--- src/rtl/mc_control_if.sv ---
// Control/status bundle between the multi-cycle controller
// and the MIPS datapath plus unified memory.
interface mc_control_if;
  logic [5:0] opcode;
  logic [5:0] funct;
  logic       zero;
  logic       mem_ready;
  logic [2:0] alu_op;
  logic       alu_src_a;
  logic [1:0] alu_src_b;
  logic       ext_op;
  logic [1:0] pc_src;
  logic       pc_write;
  logic       ir_write;
  logic       i_or_d;
  logic       mem_read;
  logic       mem_write;
  logic       reg_write;
  logic       reg_dst;
  logic       mem_to_reg;
  logic       illegal_instr;
  logic       bus_err;

  modport master (
    input  opcode, funct, zero, mem_ready,
    output alu_op, alu_src_a, alu_src_b, ext_op,
    output pc_src, pc_write, ir_write, i_or_d,
    output mem_read, mem_write, reg_write,
    output reg_dst, mem_to_reg,
    output illegal_instr, bus_err
  );

  modport slave (
    output opcode, funct, zero, mem_ready,
    input  alu_op, alu_src_a, alu_src_b, ext_op,
    input  pc_src, pc_write, ir_write, i_or_d,
    input  mem_read, mem_write, reg_write,
    input  reg_dst, mem_to_reg,
    input  illegal_instr, bus_err
  );
endinterface

--- src/rtl/mc_control.sv ---
// Multi-cycle MIPS control FSM with memory wait
// handling and bus timeout.
module mc_control #(
  parameter int MEM_TIMEOUT = 15
) (
  input  logic clk,
  input  logic rst_n,
  mc_control_if.master bus
);
  localparam int CW =
    (MEM_TIMEOUT > 0) ? $clog2(MEM_TIMEOUT + 1) : 1;
  localparam logic [CW-1:0] LIM = CW'(MEM_TIMEOUT - 1);

  localparam logic [5:0] OP_R     = 6'b000000;
  localparam logic [5:0] OP_LW    = 6'b100011;
  localparam logic [5:0] OP_SW    = 6'b101011;
  localparam logic [5:0] OP_ADDIU = 6'b001001;
  localparam logic [5:0] OP_ORI   = 6'b001101;
  localparam logic [5:0] OP_BEQ   = 6'b000100;
  localparam logic [5:0] OP_J     = 6'b000010;

  localparam logic [5:0] F_ADDU = 6'b100001;
  localparam logic [5:0] F_SUBU = 6'b100011;
  localparam logic [5:0] F_AND  = 6'b100100;
  localparam logic [5:0] F_OR   = 6'b100101;
  localparam logic [5:0] F_SLT  = 6'b101010;

  typedef enum logic [3:0] {
    S_IDLE, S_FETCH, S_DECODE, S_MEMADR,
    S_MEMRD, S_MEMWB, S_MEMWR, S_REXEC,
    S_RWB, S_IEXEC, S_IWB, S_BRANCH, S_JUMP
  } state_e;

  state_e        state_q, state_d, dec_d;
  logic [CW-1:0] cnt_q, cnt_d;
  logic [2:0]    op_q, op_d;
  logic          ext_q, ext_d;
  logic          sw_q, sw_d;
  logic [2:0]    r_op;
  logic          r_ok;
  logic          waiting;
  logic          tmo;

  always_ff @(posedge clk or negedge rst_n) begin
    if (!rst_n) begin
      state_q <= S_IDLE;
      cnt_q   <= '0;
      op_q    <= '0;
      ext_q   <= 1'b0;
      sw_q    <= 1'b0;
    end else begin
      state_q <= state_d;
      cnt_q   <= cnt_d;
      op_q    <= op_d;
      ext_q   <= ext_d;
      sw_q    <= sw_d;
    end
  end

  always_comb begin
    r_ok = 1'b1;
    r_op = 3'b010;
    unique case (1'b1)
      bus.funct == F_ADDU: r_op = 3'b010;
      bus.funct == F_SUBU: r_op = 3'b110;
      bus.funct == F_AND:  r_op = 3'b000;
      bus.funct == F_OR:   r_op = 3'b001;
      bus.funct == F_SLT:  r_op = 3'b111;
      default:             r_ok = 1'b0;
    endcase
  end

  // Falling through to FETCH here means the instruction is illegal
  always_comb begin
    dec_d = S_FETCH;
    unique case (1'b1)
      bus.opcode == OP_R:
        dec_d = r_ok ? S_REXEC : S_FETCH;
      bus.opcode == OP_LW,
      bus.opcode == OP_SW:    dec_d = S_MEMADR;
      bus.opcode == OP_ADDIU,
      bus.opcode == OP_ORI:   dec_d = S_IEXEC;
      bus.opcode == OP_BEQ:   dec_d = S_BRANCH;
      bus.opcode == OP_J:     dec_d = S_JUMP;
      default:                dec_d = S_FETCH;
    endcase
  end

  assign waiting = state_q inside {S_FETCH, S_MEMRD, S_MEMWR};
  assign tmo = (MEM_TIMEOUT != 0) && waiting &&
               !bus.mem_ready && (cnt_q == LIM);

  always_comb begin
    state_d = state_q;
    unique case (state_q)
      S_IDLE:   state_d = S_FETCH;
      S_FETCH:  if (bus.mem_ready) state_d = S_DECODE;
      S_DECODE: state_d = dec_d;
      S_MEMADR: state_d = sw_q ? S_MEMWR : S_MEMRD;
      S_MEMRD: begin
        if (bus.mem_ready) state_d = S_MEMWB;
        else if (tmo)      state_d = S_FETCH;
      end
      S_MEMWR:  if (bus.mem_ready || tmo) state_d = S_FETCH;
      S_REXEC:  state_d = S_RWB;
      S_IEXEC:  state_d = S_IWB;
      default:  state_d = S_FETCH;
    endcase
  end

  // Wait counter restarts whenever a new wait window opens
  assign cnt_d = (state_d != state_q || tmo) ? '0 :
                 bus.mem_ready ? cnt_q : cnt_q + 1'b1;
  assign sw_d  = (state_q == S_DECODE) ?
                 (bus.opcode == OP_SW) : sw_q;
  assign op_d  = (state_q inside {S_REXEC, S_IEXEC}) ?
                 bus.alu_op : op_q;
  assign ext_d = (state_q == S_IEXEC) ? bus.ext_op : ext_q;

  always_comb begin
    bus.alu_op        = 3'b000;
    bus.alu_src_a     = 1'b0;
    bus.alu_src_b     = 2'b00;
    bus.ext_op        = 1'b0;
    bus.pc_src        = 2'b00;
    bus.pc_write      = 1'b0;
    bus.ir_write      = 1'b0;
    bus.i_or_d        = 1'b0;
    bus.mem_read      = 1'b0;
    bus.mem_write     = 1'b0;
    bus.reg_write     = 1'b0;
    bus.reg_dst       = 1'b0;
    bus.mem_to_reg    = 1'b0;
    bus.illegal_instr = 1'b0;
    bus.bus_err       = tmo;
    unique case (state_q)
      S_FETCH: begin
        bus.mem_read  = 1'b1;
        bus.alu_src_b = 2'b01;
        bus.alu_op    = 3'b010;
        bus.pc_write  = bus.mem_ready;
        bus.ir_write  = bus.mem_ready;
      end
      S_DECODE: begin
        bus.alu_src_b     = 2'b11;
        bus.alu_op        = 3'b010;
        bus.ext_op        = 1'b1;
        bus.illegal_instr = (dec_d == S_FETCH);
      end
      S_REXEC: begin
        bus.alu_src_a = 1'b1;
        bus.alu_op    = r_op;
      end
      S_RWB: begin
        bus.reg_write = 1'b1;
        bus.reg_dst   = 1'b1;
        bus.alu_op    = op_q;
      end
      S_MEMADR: begin
        bus.alu_src_a = 1'b1;
        bus.alu_src_b = 2'b10;
        bus.ext_op    = 1'b1;
        bus.alu_op    = 3'b010;
      end
      S_MEMRD: begin
        bus.mem_read = 1'b1;
        bus.i_or_d   = 1'b1;
      end
      S_MEMWB: begin
        bus.reg_write  = 1'b1;
        bus.mem_to_reg = 1'b1;
      end
      S_MEMWR: begin
        bus.mem_write = !tmo;
        bus.i_or_d    = 1'b1;
      end
      S_IEXEC: begin
        bus.alu_src_a = 1'b1;
        bus.alu_src_b = 2'b10;
        bus.ext_op    = (bus.opcode != OP_ORI);
        bus.alu_op    = (bus.opcode == OP_ORI) ?
                        3'b001 : 3'b010;
      end
      S_IWB: begin
        bus.reg_write = 1'b1;
        bus.ext_op    = ext_q;
        bus.alu_op    = op_q;
      end
      S_BRANCH: begin
        bus.alu_src_a = 1'b1;
        bus.alu_op    = 3'b110;
        bus.pc_src    = 2'b01;
        bus.pc_write  = bus.zero;
      end
      S_JUMP: begin
        bus.pc_src   = 2'b10;
        bus.pc_write = 1'b1;
      end
      default: ;
    endcase
  end
endmodule
--- src/flat_wrapper.sv ---
// flat-port wrapper written by rule: the top's interface ports become plain ports
module mc_control_flat 
#(
  parameter int MEM_TIMEOUT = 15
)
  (clk, rst_n, bus_opcode, bus_funct, bus_zero, bus_mem_ready, bus_alu_op, bus_alu_src_a, bus_alu_src_b, bus_ext_op, bus_pc_src, bus_pc_write, bus_ir_write, bus_i_or_d, bus_mem_read, bus_mem_write, bus_reg_write, bus_reg_dst, bus_mem_to_reg, bus_illegal_instr, bus_bus_err);
  mc_control_if bus_i ();
  input  logic clk;
  input  logic rst_n;
  input wire logic [$bits(bus_i.opcode)-1:0] bus_opcode;
  input wire logic [$bits(bus_i.funct)-1:0] bus_funct;
  input wire logic [$bits(bus_i.zero)-1:0] bus_zero;
  input wire logic [$bits(bus_i.mem_ready)-1:0] bus_mem_ready;
  output wire logic [$bits(bus_i.alu_op)-1:0] bus_alu_op;
  output wire logic [$bits(bus_i.alu_src_a)-1:0] bus_alu_src_a;
  output wire logic [$bits(bus_i.alu_src_b)-1:0] bus_alu_src_b;
  output wire logic [$bits(bus_i.ext_op)-1:0] bus_ext_op;
  output wire logic [$bits(bus_i.pc_src)-1:0] bus_pc_src;
  output wire logic [$bits(bus_i.pc_write)-1:0] bus_pc_write;
  output wire logic [$bits(bus_i.ir_write)-1:0] bus_ir_write;
  output wire logic [$bits(bus_i.i_or_d)-1:0] bus_i_or_d;
  output wire logic [$bits(bus_i.mem_read)-1:0] bus_mem_read;
  output wire logic [$bits(bus_i.mem_write)-1:0] bus_mem_write;
  output wire logic [$bits(bus_i.reg_write)-1:0] bus_reg_write;
  output wire logic [$bits(bus_i.reg_dst)-1:0] bus_reg_dst;
  output wire logic [$bits(bus_i.mem_to_reg)-1:0] bus_mem_to_reg;
  output wire logic [$bits(bus_i.illegal_instr)-1:0] bus_illegal_instr;
  output wire logic [$bits(bus_i.bus_err)-1:0] bus_bus_err;
  assign bus_i.opcode = bus_opcode;
  assign bus_i.funct = bus_funct;
  assign bus_i.zero = bus_zero;
  assign bus_i.mem_ready = bus_mem_ready;
  assign bus_alu_op = bus_i.alu_op;
  assign bus_alu_src_a = bus_i.alu_src_a;
  assign bus_alu_src_b = bus_i.alu_src_b;
  assign bus_ext_op = bus_i.ext_op;
  assign bus_pc_src = bus_i.pc_src;
  assign bus_pc_write = bus_i.pc_write;
  assign bus_ir_write = bus_i.ir_write;
  assign bus_i_or_d = bus_i.i_or_d;
  assign bus_mem_read = bus_i.mem_read;
  assign bus_mem_write = bus_i.mem_write;
  assign bus_reg_write = bus_i.reg_write;
  assign bus_reg_dst = bus_i.reg_dst;
  assign bus_mem_to_reg = bus_i.mem_to_reg;
  assign bus_illegal_instr = bus_i.illegal_instr;
  assign bus_bus_err = bus_i.bus_err;
  mc_control #(.MEM_TIMEOUT(MEM_TIMEOUT)) u_core (.clk(clk), .rst_n(rst_n), .bus(bus_i));
endmodule
--- config.mk ---
export PLATFORM = sky130hd
export DESIGN_NAME = mc_control_flat
export DESIGN_NICKNAME = d
export VERILOG_FILES = /design/src/rtl/mc_control_if.sv /design/src/rtl/mc_control.sv /design/src/flat_wrapper.sv
export SDC_FILE = /design/constraint.sdc
export NUM_CORES = 1
export LEC_CHECK = 0
export CAP_MARGIN = 40
export CORE_ASPECT_RATIO = 0.8
export CORE_MARGIN = 3
export CORE_UTILIZATION = 45
export CTS_BUF_LIST = sky130_fd_sc_hd__clkbuf_8
export CTS_CLUSTER_DIAMETER = 200
export DETAILED_ROUTE_END_ITERATION = 10
export PLACE_DENSITY = 0.74
export SYNTH_ARGS = -nofsm -noshare
export SYNTH_HDL_FRONTEND = slang
export SYNTH_SLANG_ARGS = --single-unit
--- constraint.sdc ---
create_clock -name clk -period 2.5 [get_ports clk]
set_clock_uncertainty 0.2 [all_clocks]
set_input_delay 0.5 -clock clk [delete_from_list [all_inputs] [get_ports clk]]
set_output_delay 0.5 -clock clk [all_outputs]
set_load 0.01 [all_outputs]
======== Yosys cells after proc, flatten, opt, wreduce, memory -nomap -nowiden ========
Cells that the tools add are included.
operators by class
  muxes and demuxes ....................... 27
  equal/unequal tests ..................... 28
  reductions and logical operators ........ 20
  add/sub/neg operators ................... 1
operators with widths
  operator               count
  $eq A6 B6 Y1 const B   7
  $pmux W4 S7            1
  $eq A4 B4 Y1 const B   6
  $mux W4                6
  $pmux W4 S5            1
  $eq A4 B3 Y1 const B   4
  $pmux W3 S5            1
  $reduce_or A2 Y1       7
  $eq A6 B4 Y1 const B   2
  $pmux W3 S4            1
  $mux W1                10
  $eq A4 B1 Y1 const B   2
  $eq A4 B2 Y1 const B   2
  $eq A6 B2 Y1 const B   1
  $eq A6 B3 Y1 const B   1
  $logic_not A6 Y1       1
  $ne A6 B4 Y1 const B   1
  $pmux W1 S3            2
  $pmux W2 S3            1
  $reduce_or A3 Y1       2
  $reduce_or A5 Y1       1
  $add A4 B1 Y4 const B  1
  $mux W2                2
  $ne A4 B4 Y1           1
  other kinds (9)        12
storage, ports and cells
  register bits ........................... 13
  output and inout bits ................... 19
  word-level logic and storage cells ...... 81
  input port bits ......................... 16

======== Logic depth before layout (Yosys ltp) ========
  depth in word-level cells ............... 10
  mapped depth ............................ 7
  depth with buffers taken out ............ 7

======== Least setup slack after synthesis ========
No wires, ideal clock.
  path kind ............................... reg2out
  start ................................... reg u_core.state_q[3]
  end ..................................... out bus_alu_op[2]
  data required time ...................... 1.800 ns
  path buffers ............................ 1
  slack ................................... 0.257 ns
  stages on the path, launching flop included .. 7
  arrival time ............................ 1.543 ns
  cell sequence ........................... dfrtp_1 buf_2 nand2b_1 nor2_1 nand2_1 or4b_1 o21ai_0
between the ends
  longest elaborated chain between the ends .. 3
  elaborated cells on any way between the ends .. 11
  those cells by class .................... eq/ne (8); mux (1); reduce/logical (2)
ends and longest elaborated chain
  item                                                                          RTL line            source
  from (decl)                                                                   mc_control.sv:34    state_e state_q, state_d, dec_d;
  from (signal assigned)                                                        mc_control.sv:52    state_q <= state_d;
  $eq A4 B2 Y1 (tied with other cells)                                          mc_control.sv:136   unique case (state_q)
  $reduce_or A3 Y1 (no source line) / $reduce_or A2 Y1 (equally long branches)  n/a
  $pmux W3 S5 (*)                                                               mc_control.sv:136
  to (decl)                                                                     flat_wrapper.sv:14  output wire logic [$bits(bus_i.alu_op)-1:0] bus_alu_op;
Mark *: on every way between the ends. The rest lies on a longest branch, timed or not.

======== Worst setup path after layout ========
  start ................................... reg u_core.state_q[3]
  end ..................................... out bus_illegal_instr
between the ends
  longest elaborated chain between the ends .. 2
ends and longest elaborated chain
  item          RTL line            source
  $eq A4 B2 Y1  mc_control.sv:136
  $mux W1       mc_control.sv:136
  to (decl)     flat_wrapper.sv:27  output wire logic [$bits(bus_i.illegal_instr)-1:0] bus_illegal_instr;
No other way between the ends.

==> results_dict.tcl <==
set metrics [dict create \
    relSlewSlack_pct 55.37 \
    drt_pass1_iterations 5 \
    place_inst 255 \
    grt_setup_unrepaired "true" \
    crit_type "reg -> out" \
    grt_pass1_wl_mm 7.872 \
    endpoint_kind "output pin" \
    crit_chain "buf_4 -> nor4b_1 -> a21bo_2 -> nor3b_2 -> buf_2" \
    ys_ff_latch 13 \
    path_delay_family "simple AND/OR/NAND/NOR gates" \
    grt_pass1_vias 1633 \
    drt_iter0_markers 127 \
    pwr-share-comb_pct 72.2 \
    p_leak_uw 0.001061 \
    dp_hpwl_mm 3.228 \
    worst-path-buf-inv 2 \
    synthArstFlopShare_pct 100.0 \
    nNetsFinal 260 \
    min_period_ns 2.530 \
    holdWs_ns 0.3149 \
    syn-instance-count 150 \
    postSynthAreaPerCell_sq_um 8.300 \
    numPortBuffers 34 \
    maxSlewViolCount 0 \
    switchingPower_uw 812.5 \
    grt_max_degree 16 \
    ios 35 \
    initial_core_util_pct 48.97 \
    status "complete, but fails checks" \
    viasPerCell 6.159 \
    ys_seq_area_share_pct 26.13 \
    powerDensity_nw_per_um2 811.7 \
    maxUsedRoutingLayer "met4" \
    critPathLaunchType "flip-flop" \
    track_usage_pct 29.95 \
    cts_sinks 13 \
    cp.required_ns 1.80 \
    wl_per_cell_um 19.26 \
    worst_ep_arrival_time_ns 1.83 \
    vias 1706 \
    die_w_um 64.81 \
    max-cap-violations 0 \
    synth_nets 168 \
    violations "negative setup slack" \
    clkSlewWorstSetupHoldPaths_ns 0.06 \
    clk_latency_ns 0.25 \
    p_sw_share_pct 45.95 \
    min_from "u_core.sw_q$_DFFE_PN0P_" \
    max_freq_mhz 395.3 \
    hold_viol_final 0 \
    ctsHtreeMaxLevel 1 \
    cts_buffers 3 \
    totalWireLength_mm 5.335 \
    diodes 0 \
    synth_cell_types 54 \
    crit_start "u_core.state_q[3]$_DFF_PN0_" \
    synthToLayoutAreaGrowth_pct 74.97 \
    ctsHoldBuffers 0 \
    synth_ff_type "dfrtp_1" \
    tightest_slew_ns 0.6673 \
    rr_startpoint "u_core.cnt_q[0]$_DFFE_PN0P_" \
    clockBufferDepth 2 \
    clock-root-buffer "clkbuf_8" \
    met1_length_mm 2.071 \
    synth_area_sq_um 1245 \
    cpMaxStageDelayCell "nor4b_1" \
    yosys_warnings 0 \
    drtAntennaViolNets 0 \
    route.detailed.drc 0 \
    met2_length_mm 2.641 \
    ir_drop_mv 0.6045 \
    seq_power_share_pct 17.0 \
    p_int_uw 955.7 \
    route.met3.wl_um 465 \
    slowest_delay_ns 0.40 \
    rows 16 \
    synth_edf_count 0 \
    hold_class "reg -> reg" \
    fillers 134 \
    synth_top_cell_area_share_pct 26.13 \
    gp_congestion 0.8627 \
    setup_ws_ns -0.02986 \
    yosysTopAreaCell "dfrtp_1" \
    antenna_found_initial 0 \
    die-area_sq_um 3438 \
    period_share_pct 101.2 \
    p_clk_share_pct 10.9 \
    drive_gt1_share_pct 48.55 \
    cts_tree "built" \
    synth_area_leaders "dfrtp_1 26%, nor2_1 5.7%, a21oi_1 5.2%" \
    die_h_um 53.05 \
    overflow 0 \
    cp_max_fo 8 \
    core-area_sq_um 2542 \
    final_cells 277 \
    setup-violations-final 2 \
]
## logic make-up after synthesis
group	count (synthesis)	synth area share, %
adder cells (fa/ha/maj)	2	2.010
flip-flops	13	26.13
AO/OA/AOI/OAI	42	26.33
AND/OR/NAND/NOR	70	33.57
buffers and inverters	15	5.728
XOR/XNOR	5	3.518
multiplexers	3	2.713
## cells in the final DEF (no fill, tap or decap), types with 4 or more instances in the layout
master / synthesis / routed
nor2_1: 19 / 12
buf_6: 1 / 5
clkbuf_2: 1 / 8
o21ai_0: 6 / 5
dlygate4sd2_1: 0 / 13
dfrtp_1: 13 / 13
a21oi_1: 13 / 11
inv_1: 6 / 6
buf_4: 0 / 57
dlymetal6s2s_1: 0 / 5
nor2_2: 0 / 7
nand2_1: 11 / 10
nor3_1: 10 / 9
buf_2: 5 / 4
## cell usage after synthesis (2+ instances only)
| cell | count |
|---|---|
| ha_1 | 2 |
| nand3_1 | 2 |
| nor3_1 | 10 |
| o22ai_1 | 2 |
| clkbuf_1 | 2 |
| a21bo_2 | 2 |
| mux2_2 | 3 |
| nor2b_1 | 3 |
| o31ai_1 | 2 |
| nand2b_1 | 3 |
| nor3b_1 | 3 |
| a31oi_1 | 2 |
| nand4b_1 | 3 |
| nor4b_1 | 2 |
| nor2_1 | 19 |
| xor2_1 | 2 |
| o21ai_0 | 6 |
| xnor2_1 | 3 |
| inv_1 | 6 |
| buf_2 | 5 |
| dfrtp_1 | 13 |
| a21oi_1 | 13 |
| nand2_1 | 11 |
## per-layer routing
layer	up-vias	GRT usage, %
met1	813	35.70
li1	742	-
met5	-	0
met2	127	55.86
met4	0	7.368
met3	24	5.308
## flip-flops by register name (all words and copies together), names as in the netlist
name and flops:
u_core.cnt_q 4, u_core.state_q 4, u_core.op_q 3, u_core.ext_q 1, u_core.sw_q 1
## power by group through the flow
stage | logic, uW | clock network (uW) | registers [uW]
after floorplan | 591 | 0 | 291
after global placement | 1060 | 0 | 297
after detailed placement | 1090 | 0 | 301
after CTS | 1120 | 191 | 296
after global routing | 1350 | 204 | 305
final | 1280 | 192 | 300
## path summary, 6_finish.rpt
check	slack, ns	endpoint	depth (start not counted)
min in group asynchronous	0.46	u_core.sw_q$_DFFE_PN0P_	1
max	-0.03	bus_illegal_instr	5
max reg2reg	0.10	u_core.cnt_q[0]$_DFFE_PN0P_	10
max in group asynchronous	1.21	u_core.op_q[0]$_DFFE_PN0P_	1
min reg2reg	0.31	u_core.sw_q$_DFFE_PN0P_	1
min	0.31	u_core.sw_q$_DFFE_PN0P_	1
## per-stage QoR
stage,TNS (ns),total power [uW],util (%),setup slack (ns),instance area (sq um)
2_1_floorplan,0,881.9,-,0.2571,1245
3_3_place_gp,-5.417,1357,75.20,-0.6512,1912
6_report,-0.03922,1768,85.68,-0.02986,2178
5_1_grt,-0.2823,1862,85.68,-0.07478,2178
4_1_cts,-0.04000,1604,81.84,-0.02128,2081
3_5_place_dp,-5.761,1391,75.20,-0.6798,1912
## cell type report
| class | instances | area (sq um) | share of cell area [%] |
|---|---|---|---|
| Multi-Input combinational cell | 122 | 975.9 | 44.80 |
| Timing Repair Buffer | 96 | 760.7 | 34.92 |
| Sequential cell | 13 | 325.3 | 14.93 |
| Tap cell | 36 | 45.04 | 2.068 |
| Clock buffer | 3 | 41.29 | 1.895 |
| Inverter | 6 | 26.28 | 1.206 |
| Clock inverter | 1 | 3.754 | 0.1723 |
## what timing repair did
item | 4_1_cts | 5_1_grt
pin swaps | 17 | 7
cloned | 0 | 0
buffers inserted | 13 | 6
gates resized for setup | 61 | 34
hold endpoints to repair | 0 | 0
endpoints found under the setup margin | 22 | 17
(Power assumes the default switching activity.)
